**src/rtl/imem_loader.sv**
```systemverilog
// Boot loader: assembles little-endian words from a byte stream and writes them
// into instruction memory while holding the CPU stalled.
`timescale 1ns/1ps
module imem_loader #(
    parameter int DEPTH = 64,
    parameter int AW    = 6
) (
    input  logic          clk,
    input  logic          reset,
    input  logic          start,
    input  logic [AW:0]   load_words,
    input  logic [7:0]    byte_in,
    input  logic          byte_valid,
    output logic          byte_ready,
    output logic          imem_we,
    output logic [31:0]   imem_wa,
    output logic [31:0]   imem_wd,
    output logic          cpu_hold,
    output logic          busy,
    output logic          done,
    output logic [31:0]   checksum
);
    typedef enum logic [1:0] {IDLE, RECV, WRITE, DONE} state_t;

    localparam logic [AW:0] DEPTH_W = (AW+1)'(DEPTH);
    localparam logic [AW:0] ONE_W   = (AW+1)'(1);

    state_t        state, state_nx;
    logic [AW:0]   n_words;
    logic [AW-1:0] word_idx;
    logic [1:0]    byte_idx;
    logic          last_word;

    assign last_word = ({1'b0, word_idx} == (n_words - ONE_W));
    assign imem_wa   = {{(30-AW){1'b0}}, word_idx, 2'b00};

    always_ff @(posedge clk) begin
        if (reset) state <= IDLE;
        else       state <= state_nx;
    end

    // Handshake and status outputs decode the registered state only.
    always_comb begin
        state_nx   = state;
        byte_ready = 1'b0;
        imem_we    = 1'b0;
        busy       = 1'b0;
        done       = 1'b0;
        case (state)
            IDLE: begin
                if (start) state_nx = (load_words == '0) ? DONE : RECV;
            end
            RECV: begin
                byte_ready = 1'b1;
                busy       = 1'b1;
                if (byte_valid && byte_idx == 2'd3) state_nx = WRITE;
            end
            WRITE: begin
                imem_we  = 1'b1;
                busy     = 1'b1;
                state_nx = last_word ? DONE : RECV;
            end
            DONE: begin
                done     = 1'b1;
                state_nx = IDLE;
            end
            default: state_nx = IDLE;
        endcase
    end

    always_ff @(posedge clk) begin
        if (reset) begin
            n_words  <= '0;
            word_idx <= '0;
            byte_idx <= '0;
            imem_wd  <= '0;
            checksum <= '0;
            cpu_hold <= 1'b1;
        end else begin
            case (state)
                IDLE: begin
                    if (start) begin
                        n_words  <= (load_words > DEPTH_W) ? DEPTH_W : load_words;
                        word_idx <= '0;
                        byte_idx <= '0;
                        checksum <= '0;
                        cpu_hold <= 1'b1;
                    end
                end
                RECV: begin
                    if (byte_valid) begin
                        imem_wd[{byte_idx, 3'b000} +: 8] <= byte_in;
                        byte_idx <= byte_idx + 2'd1;
                    end
                end
                WRITE: begin
                    checksum <= checksum + imem_wd;
                    // Index stops at the last word, so it never passes DEPTH-1.
                    if (!last_word) word_idx <= word_idx + 1'b1;
                end
                DONE: cpu_hold <= 1'b0;
                default: ;
            endcase
        end
    end
endmodule

```
**config.mk**
```make
export PLATFORM = sky130hd
export DESIGN_NAME = imem_loader
export DESIGN_NICKNAME = d
export VERILOG_FILES = /design/src/rtl/imem_loader.sv
export SDC_FILE = /design/constraint.sdc
export NUM_CORES = 1
export LEC_CHECK = 0
export BUFFER_PORTS_ARGS = -buffer_cell sky130_fd_sc_hd__buf_2
export CORE_MARGIN = 5
export CORE_UTILIZATION = 28
export CTS_CLUSTER_DIAMETER = 80
export DETAILED_ROUTE_END_ITERATION = 6
export GPL_TIMING_DRIVEN = 0
export PLACE_DENSITY = 0.49
export RECOVER_POWER = 25
export SLEW_MARGIN = 30
export SYNTH_ARGS = -nofsm -noshare
export SYNTH_HDL_FRONTEND = slang
export SYNTH_SLANG_ARGS = --single-unit
```
**constraint.sdc**
```tcl
create_clock -name clk -period 2.82 [get_ports clk]
set_clock_uncertainty 0.05 [all_clocks]
set_input_delay 0.141 -clock clk [delete_from_list [all_inputs] [get_ports clk]]
set_output_delay 0.141 -clock clk [all_outputs]
set_load 0.02 [all_outputs]
```
# After elaboration in Yosys (flattened, before gate mapping)
# Cells that the tools add are included.
classes:
  add_sub_neg: 5
  n_lt_le_gt_ge: 1
  eq_ne: 9
  shift: 2
  n_mux: 21
  reduce_logical: 14
op_table:
  columns: ["operator", "n"]
  rows:
  - ["one-hot mux 32 bit (2 select lines)", 1]
  - ["adder 32 bit", 1]
  - ["bitwise mux 32 bit", 1]
  - ["2-to-1 mux 32 bit", 1]
  - ["variable shift 8 x 7 -> 32 bit, first input constant", 1]
  - ["variable part select 8 x 7 -> 32 bit", 1]
  - ["2-to-1 mux 2 bit", 6]
  - ["2-to-1 mux 6 bit", 2]
  - ["one-hot mux 6 bit (2 select lines)", 1]
  - ["AND reduction 2 bit", 5]
  - ["!= test 2 bit, second input constant", 4]
  - ["one-hot mux 2 bit (4 select lines)", 1]
  - ["== test 6 x 7 -> 1 bit", 1]
  - ["greater-than comparator 7 bit, second input constant", 1]
  - ["logical NOT 7 bit", 1]
  - ["2-to-1 mux 7 bit", 1]
  - ["negation 5 -> 7 bit", 1]
  - ["subtractor 7 x 1 -> 7 bit, second input constant", 1]
  - ["adder 6 x 1 -> 6 bit, second input constant", 1]
  - ["== test 2 bit, second input constant", 3]
  - ["AND reduction 3 bit", 2]
  - ["nonzero test 2 bit", 3]
  - ["2-to-1 mux 1 bit", 5]
  - ["one-hot mux 2 bit (2 select lines)", 1]
  - ["6 further kinds", 6]
word_totals:
  register_bits: 82
  in_bits: 19
  out_inout_bits: 101
  elab_cells: 59

# Logic depth before layout (Yosys ltp)
# Gate-level depths: netlist of run 1.
logic_depth:
  ltp_word: 4
  depth_mapped: 12

# Worst setup path before layout of run 1
# Ideal clock, no wire load.
synth_path:
  path_type: "register to register"
  start: "register checksum[15]"
  end: "register checksum[30]"
  setup_ps: 117
  arrival_time_ps: 2711
  t_required_ps: 2653
  path_slack_ps: -59
  stages_incl_launch_ff: 10
  n_path_buf: 0
  period_less_slack_ps: 2879
  path_cell_list: "dfxtp_1 -> ha_1 -> a21o_1 -> a21o_1 -> a211oi_2 -> o211ai_2 -> a2111oi_4 -> nor4_2 -> or4_1 -> a32o_1"
synth_between:
  elab_chain_cells: 2
synth_rtl:
  columns: ["element", "line", "text"]
  rows:
  - ["start, declared", "21", "output logic [31:0] checksum"]
  - ["start signal, assigned", "97", "checksum <= checksum + imem_wd;"]
  - ["adder 32 bit", "97", null]
  - ["one-hot mux 32 bit (2 select lines)", "80", "case (state)"]
# No other way between the ends.
# A chain may end at the register's enable or synchronous reset.

# Worst setup path after layout of run 1
layout_path:
  start: "register imem_wd[15]"
  end: "register checksum[30]"
layout_between:
  elab_chain_cells: 2
layout_rtl:
  columns: ["element", "line", "text"]
  rows:
  - ["start, declared", "17", "output logic [31:0] imem_wd,"]
  - ["start signal, assigned by index", "92", "imem_wd[{byte_idx, 3'b000} +: 8] <= byte_in;"]
  - ["adder 32 bit", "97", null]
  - ["one-hot mux 32 bit (2 select lines)", "80", null]
# No other way between the ends.

==> results of run 1 <==
[registers in the layout, indices dropped and copies added (netlist names)]
| name | cells |
|---|---|
| byte_idx | 2 |
| checksum | 32 |
| cpu_hold | 1 |
| imem_wd | 32 |
| n_words | 7 |
| state | 2 |
| word_idx | 6 |
[layer usage]
metal	global-route usage (%)	vias up	wire, um
met4	4.94	0	236
li1	-	2523	-
met3	2.88	14	798
met2	23.0	122	7290
met1	21.7	2237	8290
met5	0	-	0
[cell usage in the layout (no fill, tap or decap), types with 20 or more instances in the layout]
cell type  instances
dfxtp_1           77
ha_1              40
clkbuf_1          60
a22oi_1           45
nand3_1           20
nor2_1            78
nand2_1           48
buf_4             31
conb_1            26
buf_2             53
a21oi_1           40
[cell families after synthesis]
kind of cell | after synthesis | share of synthesized area, %
buf+inv | 71 | 7.01
simple gates | 207 | 19.1
xor+xnor | 26 | 4.38
mux | 1 | 0.217
flops | 82 | 31.6
compound gates | 198 | 27.1
other cells | 1 | 0.0722
fa+ha+maj | 43 | 10.5
[power groups by stage]
stage	clock, W	sequential [W]	combinational (W)
final	0.00120	0.00118	0.000294
after floorplan	0	0.00121	0.000196
after detailed placement	0	0.00121	0.000286
after CTS	0.00125	0.00118	0.000291
after global placement	0	0.00121	0.000286
after global routing	0.00129	0.00119	0.000323
[worst max path at each step]
stage                                   startpoint                         to  slack (ns)  cells after the start
after floorplan            imem_wd[0]$_SDFFE_PP0P_  checksum[30]$_SDFFE_PP0P_       0.008                     11
after global placement       state[0]$_SDFFE_PP0P_  checksum[23]$_SDFFE_PP0P_       -0.44                     11
after detailed placement     state[0]$_SDFFE_PP0P_  checksum[23]$_SDFFE_PP0P_       -0.43                     11
after CTS                  imem_wd[0]$_SDFFE_PP0P_  checksum[30]$_SDFFE_PP0P_       -0.04                     11
after global routing      imem_wd[15]$_SDFFE_PP0P_  checksum[30]$_SDFFE_PP0P_       -0.16                      9
final                     imem_wd[15]$_SDFFE_PP0P_  checksum[30]$_SDFFE_PP0P_       -0.01                      9
[metrics by stage]
stage	TNS, ns	hold WS [ns]	cells	util, %	total power (W)
after global placement	-7.06	0.403	973	33.3	0.00150
after CTS	-0.0411	0.0523	989	35.7	0.00272
after global routing	-0.201	0.0839	990	35.6	0.00280
after detailed placement	-4.52	0.408	973	33.5	0.00150
final	-0.00999	0.0589	990	35.6	0.00268
after floorplan	0	0.239	654	-	0.00141
[critical path: cells and delay by family (launching register included)]
family,cells,cell delay (ns)
AOI/OAI and AO/OA,6,1.50
DFF,1,0.36
and+or+nand+nor,2,0.55
adders and majority gates,1,0.26
[layout make-up]
cell class,count,area (um2)
Buffer,50,288
Clock buffer,10,229
Clock inverter,6,67.6
Fill cell,1968,11600
Inverter,17,63.8
Multi-Input combinational cell,501,3420
Sequential cell,82,1650
Tap cell,229,287
Timing Repair Buffer,95,442
[what timing repair did]
item,CTS,global route
gates resized for setup,19,10
buffers inserted,3,2
setup endpoints to repair,17,18
pin swaps,7,5
==> key figures, run 1 <==
Run status
  • Status: complete, but fails checks
  • Failing checks: negative setup slack

Synth
  • Count leader, synth: dfxtp_1
  • Post-synth ARST share: 0%
  • Top cells by area, synth: dfxtp_1, ha_1, a22oi_1
  • Commonest cells in the synthesized netlist: dfxtp_1, nor2_1, nand2_1, a22oi_1
  • Flops & latches, synth: 82
  • Main synth FF type: dfxtp_1
  • Post-synth top area share: 31.6%
  • Unique masters post-synth: between 60 and 70
  • Synth warn: 0
  • Sequential area share after synthesis: about a third
  • Synthesized area: roughly 5200 um2
  • Cells after Synth: roughly 630
  • Cell taking the most area after synthesis: dfxtp_1
  • Mean Syn Cell Area: just over 8 um2
  • Number of flops mapped to enable cells by yosys: 0

Power
  • Pleak: roughly 2.8 nW
  • Int Pwr: ~0.002 W
  • Sw Pwr: 0.000728 W
  • Clock power frac: between 40 and 50%
  • Switching share of power: a little over a quarter
  • Pwr dens: ~420 nW/um2
  • Logic pwr share: approximately 11%
  • Part of the power in registers: 44.2%
  • Peak supply drop: ~0.3 mV

Clocking
  • CTS root buffer: clkbuf_16
  • Htree depth: 3
  • Later-pin clock latency in the skew report: between 0.3 and 0.4 ns
  • Clock transition at path regs: around 0.07 ns
  • Longest Clk Path Bufs: 2
  • Sink Count: 82
  • Total clock buffers created by CTS: 9
  • Hold buffer count at CTS: 0
  • TritonCTS clock tree: done

Die
  • Initial cell density of the core: roughly 29%
  • Die W: ~150 um
  • Cell row count: 49
  • I/O pin total: between 100 and 150
  • Die height: between 100 and 150 um
  • Core Box Area: ~18,000 um2
  • Die area: 21,400 um2

Worst setup path
  • Critical Path Fanout Max: 5
  • R2R cell count: 9
  • Reg-to-Reg Start: imem_wd[15]$_SDFFE_PP0P_
  • CP endpoint kind: flop
  • Crit-path cells: ha_4 > a21o_1 > a21o_1 > a211oi_2 > o211ai_2 > a2111oi_4 > nor4_2 > or4_1 > a32o_1
  • CP arrival: just over 3 ns
  • Worst Path Required: around 3 ns
  • CP max stage cell: or4_1
  • Crit path top cell by count: a21o_1
  • Crit start category: flop
  • Crit path largest cell delay: ~0.47 ns
  • Reg-to-reg endpoint: checksum[30]$_SDFFE_PP0P_
  • R2R setup slack: -0.01 ns
  • Crit Path Class: flop to flop

Timing
  • Final hold vios: 0
  • Setup-failing EPs final: 1
  • Max-slew violation count: 0
  • Fin worst setup slack: -0.00999 ns
  • Worst slew pin tran: approximately 0.83 ns
  • Final min period: roughly 2.8 ns
  • Unrepaired setup endpoints after global routing: true
  • Fmax: 0.353 GHz
  • Period utilization: 100%
  • Rel. slew slack: around 44%

Final layout
  • Layout cell share with drive strength beyond 1: 18.1%
  • Antenna cells: 0
  • Design area: about 6400 um2
  • Post-layout net count: about 820
  • Area Growth Syn to Fin: 24.1%

Worst hold path
  • Hold Crit Endpoint: n_words[6]$_SDFFE_PP0P_
  • WHS Path Cells: 3
  • Hold path startpoint: start
  • Hold Path Class: input pin to flop

Drt
  • ANT nets after route: 0
  • Vias: 4,896
  • Vias per cell: around 4.9
  • First-pass detailed-route iteration total: 6
  • DRC viols: 0
  • DRT Wirelength: 16,600 um
  • DR WL/cell: about 17 um
  • Initial drt markers: 287

GRT
  • Total GRT Usage: 15.2%
  • Largest net degree at the start of global routing: 15
  • Vias in the first global route: around 4,600
  • Initial antenna violation count: 0
  • First-pass GRT wire length: between 20,000 and 30,000 um
  • Total grt overflow: 0

Job
  • Max Cap Viol: 0

Placement
  • Place WS: -0.431 ns
  • Area post-placement: between 6000 and 7000 um2
  • Port bufs: 90
  • DP HPWL: 12,600 um
  • Final Wtd Congestion: between 0.8 and 0.9
Power figures use the tool's default switching activity.
==> inputs of run 2 (changes only) <==
- SKIP_LAST_GASP: unset -> 1
==> key figures, run 2 (synthesized netlist as in run 1, its figures left out) <==
Timing
  • Period utilization: 100% (about the same)
  • Unrepaired setup endpoints after global routing: true
  • Fin worst setup slack: -0.00893 ns (+0.00107 ns)
  • Final min period: 2.83 ns (-0.00107 ns)
  • Rel. slew slack: 44.5% (+0.15 points)
  • Max-slew violation count: 0 (unchanged)
  • Worst slew pin tran: 0.826 ns (-0.00221 ns)
  • Fmax: 0.353 GHz (about the same)
  • Setup-failing EPs final: 1 (unchanged)
  • Hold Worst Slack: 0.0584 ns (-0.000502 ns)
  • Final hold vios: 0 (unchanged)

Run status
  • Failing checks: negative setup slack
  • Status: complete, but fails checks

Final layout
  • Layout cell share with drive strength beyond 1: 18.0% (-0.13 points)
  • Antenna cells: 0 (unchanged)
  • Final core utilization: 35.6% (about the same)
  • Post-layout net count: 818 (unchanged)
  • Most frequent cells in the layout: nor2_1, dfxtp_1, clkbuf_1
  • Area Growth Syn to Fin: 24.0% (about the same)
  • Largest registers: checksum: 32 flops, imem_wd: 32 flops, n_words: 7 flops
  • Storage element area: 1650 um2 (unchanged)
  • Area of the multi-input gates: 3410 um2 (-0.11%)
  • Filler cells: 1,967 (-0.051%)
  • Most common cell after layout, fill and taps aside: nor2_1

Clocking
  • Longest Clk Path Bufs: 2 (unchanged)
  • Sink Count: 82 (unchanged)
  • CTS root buffer: clkbuf_16
  • Hold buffer count at CTS: 0 (unchanged)
  • Htree depth: 3 (unchanged)
  • Clock transition at path regs: 0.07 ns (about the same)
  • Later-pin clock latency in the skew report: 0.34 ns (about the same)
  • TritonCTS clock tree: done
  • Total clock buffers created by CTS: 9 (unchanged)

Placement
  • Port bufs: 90 (unchanged)
  • Final Wtd Congestion: 0.809 (unchanged)
  • DP HPWL: 12,600 um (unchanged)

Worst setup path
  • CP arrival: 3.02 ns (about the same)
  • Crit Path Class: flop to flop
  • Crit path largest cell delay: 0.47 ns (about the same)
  • CP endpoint kind: flop
  • Buf+Inv Stages, Crit Path: 0 (unchanged)
  • CP max stage cell: or4_1
  • Worst path top cell family by delay: compound AO/OA/AOI/OAI gates
  • Worst Path Required: 3.01 ns (about the same)
  • Crit-path cells: ha_4 > a21o_1 > a21o_1 > a211oi_2 > o211ai_2 > a2111oi_4 > nor4_2 > or4_1 > a32o_1
  • Crit start category: flop
  • Crit path top cell by count: a21o_1
  • Critical Path Fanout Max: 5 (unchanged)

GRT
  • Total grt overflow: 0 (unchanged)
  • Initial antenna violation count: 0 (unchanged)
  • Vias in the first global route: 4,633 (unchanged)
  • First-pass GRT wire length: 25,900 um (unchanged)
  • Largest net degree at the start of global routing: 15 (unchanged)
  • Total GRT Usage: 15.2% (unchanged)

Die
  • Cell row count: 49 (unchanged)
  • Die W: 146 um (unchanged)
  • Die area: 21,400 um2 (unchanged)
  • Die height: 146 um (unchanged)
  • Initial cell density of the core: 28.7% (unchanged)
  • I/O pin total: 120 (unchanged)
  • Core Box Area: 18,100 um2 (unchanged)

Power
  • Pleak: 2.81 nW (about the same)
  • Peak supply drop: 0.308 mV (about the same)
  • Pwr dens: 416 nW/um2 (about the same)

Job
  • Max Cap Viol: 0 (unchanged)

Drt
  • Initial drt markers: 330 (+15%)
  • First-pass detailed-route iteration total: 4 (-2)
  • DRC viols: 0 (unchanged)
  • DRT Wirelength: 16,600 um (+0.15%)
  • DR WL/cell: 16.8 um (+0.15%)
  • Vias per cell: 4.96 (+0.27%)
  • ANT nets after route: 0 (unchanged)
  • Vias: 4,909 (+0.27%)

Worst hold path
  • Hold Path Class: input pin to flop
==> run 2: cell count changes in the layout (fill, tap and decap cells not counted) <==
cell,previous run,this run
o21ai_1,3,4
o21ai_2,4,3
==> run 2: report_power, final <==
part | total, W | switching [W] | internal (W)
Combinational | 0.000294 | 0.000196 | 0.0000979
Clock | 0.00120 | 0.000513 | 0.000688
Sequential | 0.00119 | 0.0000159 | 0.00117
Total | 0.00268 | 0.000726 | 0.00196
==> run 2: per-stage QoR <==
| stage | worst slack, ns | std cells | power (W) | area [um2] | setup TNS [ns] |
|---|---|---|---|---|---|
| 2_1_floorplan | 0.00783 | 654 | 0.00141 | 5290 | 0 |
| 4_1_cts | -0.0371 | 989 | 0.00272 | 6440 | -0.0611 |
| 5_1_grt | -0.159 | 990 | 0.00280 | 6440 | -0.217 |
| 3_3_place_gp | -0.445 | 973 | 0.00150 | 6030 | -7.06 |
| 6_report | -0.00893 | 990 | 0.00268 | 6440 | -0.00893 |
| 3_5_place_dp | -0.431 | 973 | 0.00150 | 6060 | -4.52 |
==> run 2: path summary, 6_finish.rpt <==
check,from,cells after the start,slack (ns),endpoint
worst max-delay path,imem_wd[15]$_SDFFE_PP0P_,9,-0.009,checksum[30]$_SDFFE_PP0P_
worst min-delay path,start,3,0.06,n_words[6]$_SDFFE_PP0P_
worst max register to register,imem_wd[15]$_SDFFE_PP0P_,9,-0.009,checksum[30]$_SDFFE_PP0P_
worst min register to register,cpu_hold$_SDFFE_PP1P_,1,0.43,cpu_hold$_SDFFE_PP1P_
==> run 2: metal layers <==
| layer | up-vias | share of wire [%] | global-route usage, % | wire length, um |
|---|---|---|---|---|
| met5 | - | 0 | 0 | 0 |
| met4 | 0 | 1.4 | 4.94 | 236 |
| met3 | 14 | 4.2 | 2.88 | 703 |
| li1 | 2522 | - | - | - |
| met2 | 117 | 44 | 23.0 | 7320 |
| met1 | 2256 | 50 | 21.7 | 8380 |
==> run 2: what timing repair did <==
item	CTS	global route
gates resized for setup	18	10
endpoints found under the setup margin	17	18
hold endpoints to repair	0	0
pin swaps	7	5
buffers inserted	3	2
==> run 2: area by class of cell <==
type	count	area share [%]
clock inverter	6	1.05
inverter	17	0.990
tap	229	4.45
multi-input combinational	501	53.0
sequential	82	25.7
buffer	50	4.47
clock buffer	10	3.55
timing repair buffer	95	6.85
==> run 2: tightest hold or removal path: stages <==
cell	delay [ns]
buf_2	0.12
nand3_1	0.07
a21oi_1	0.06
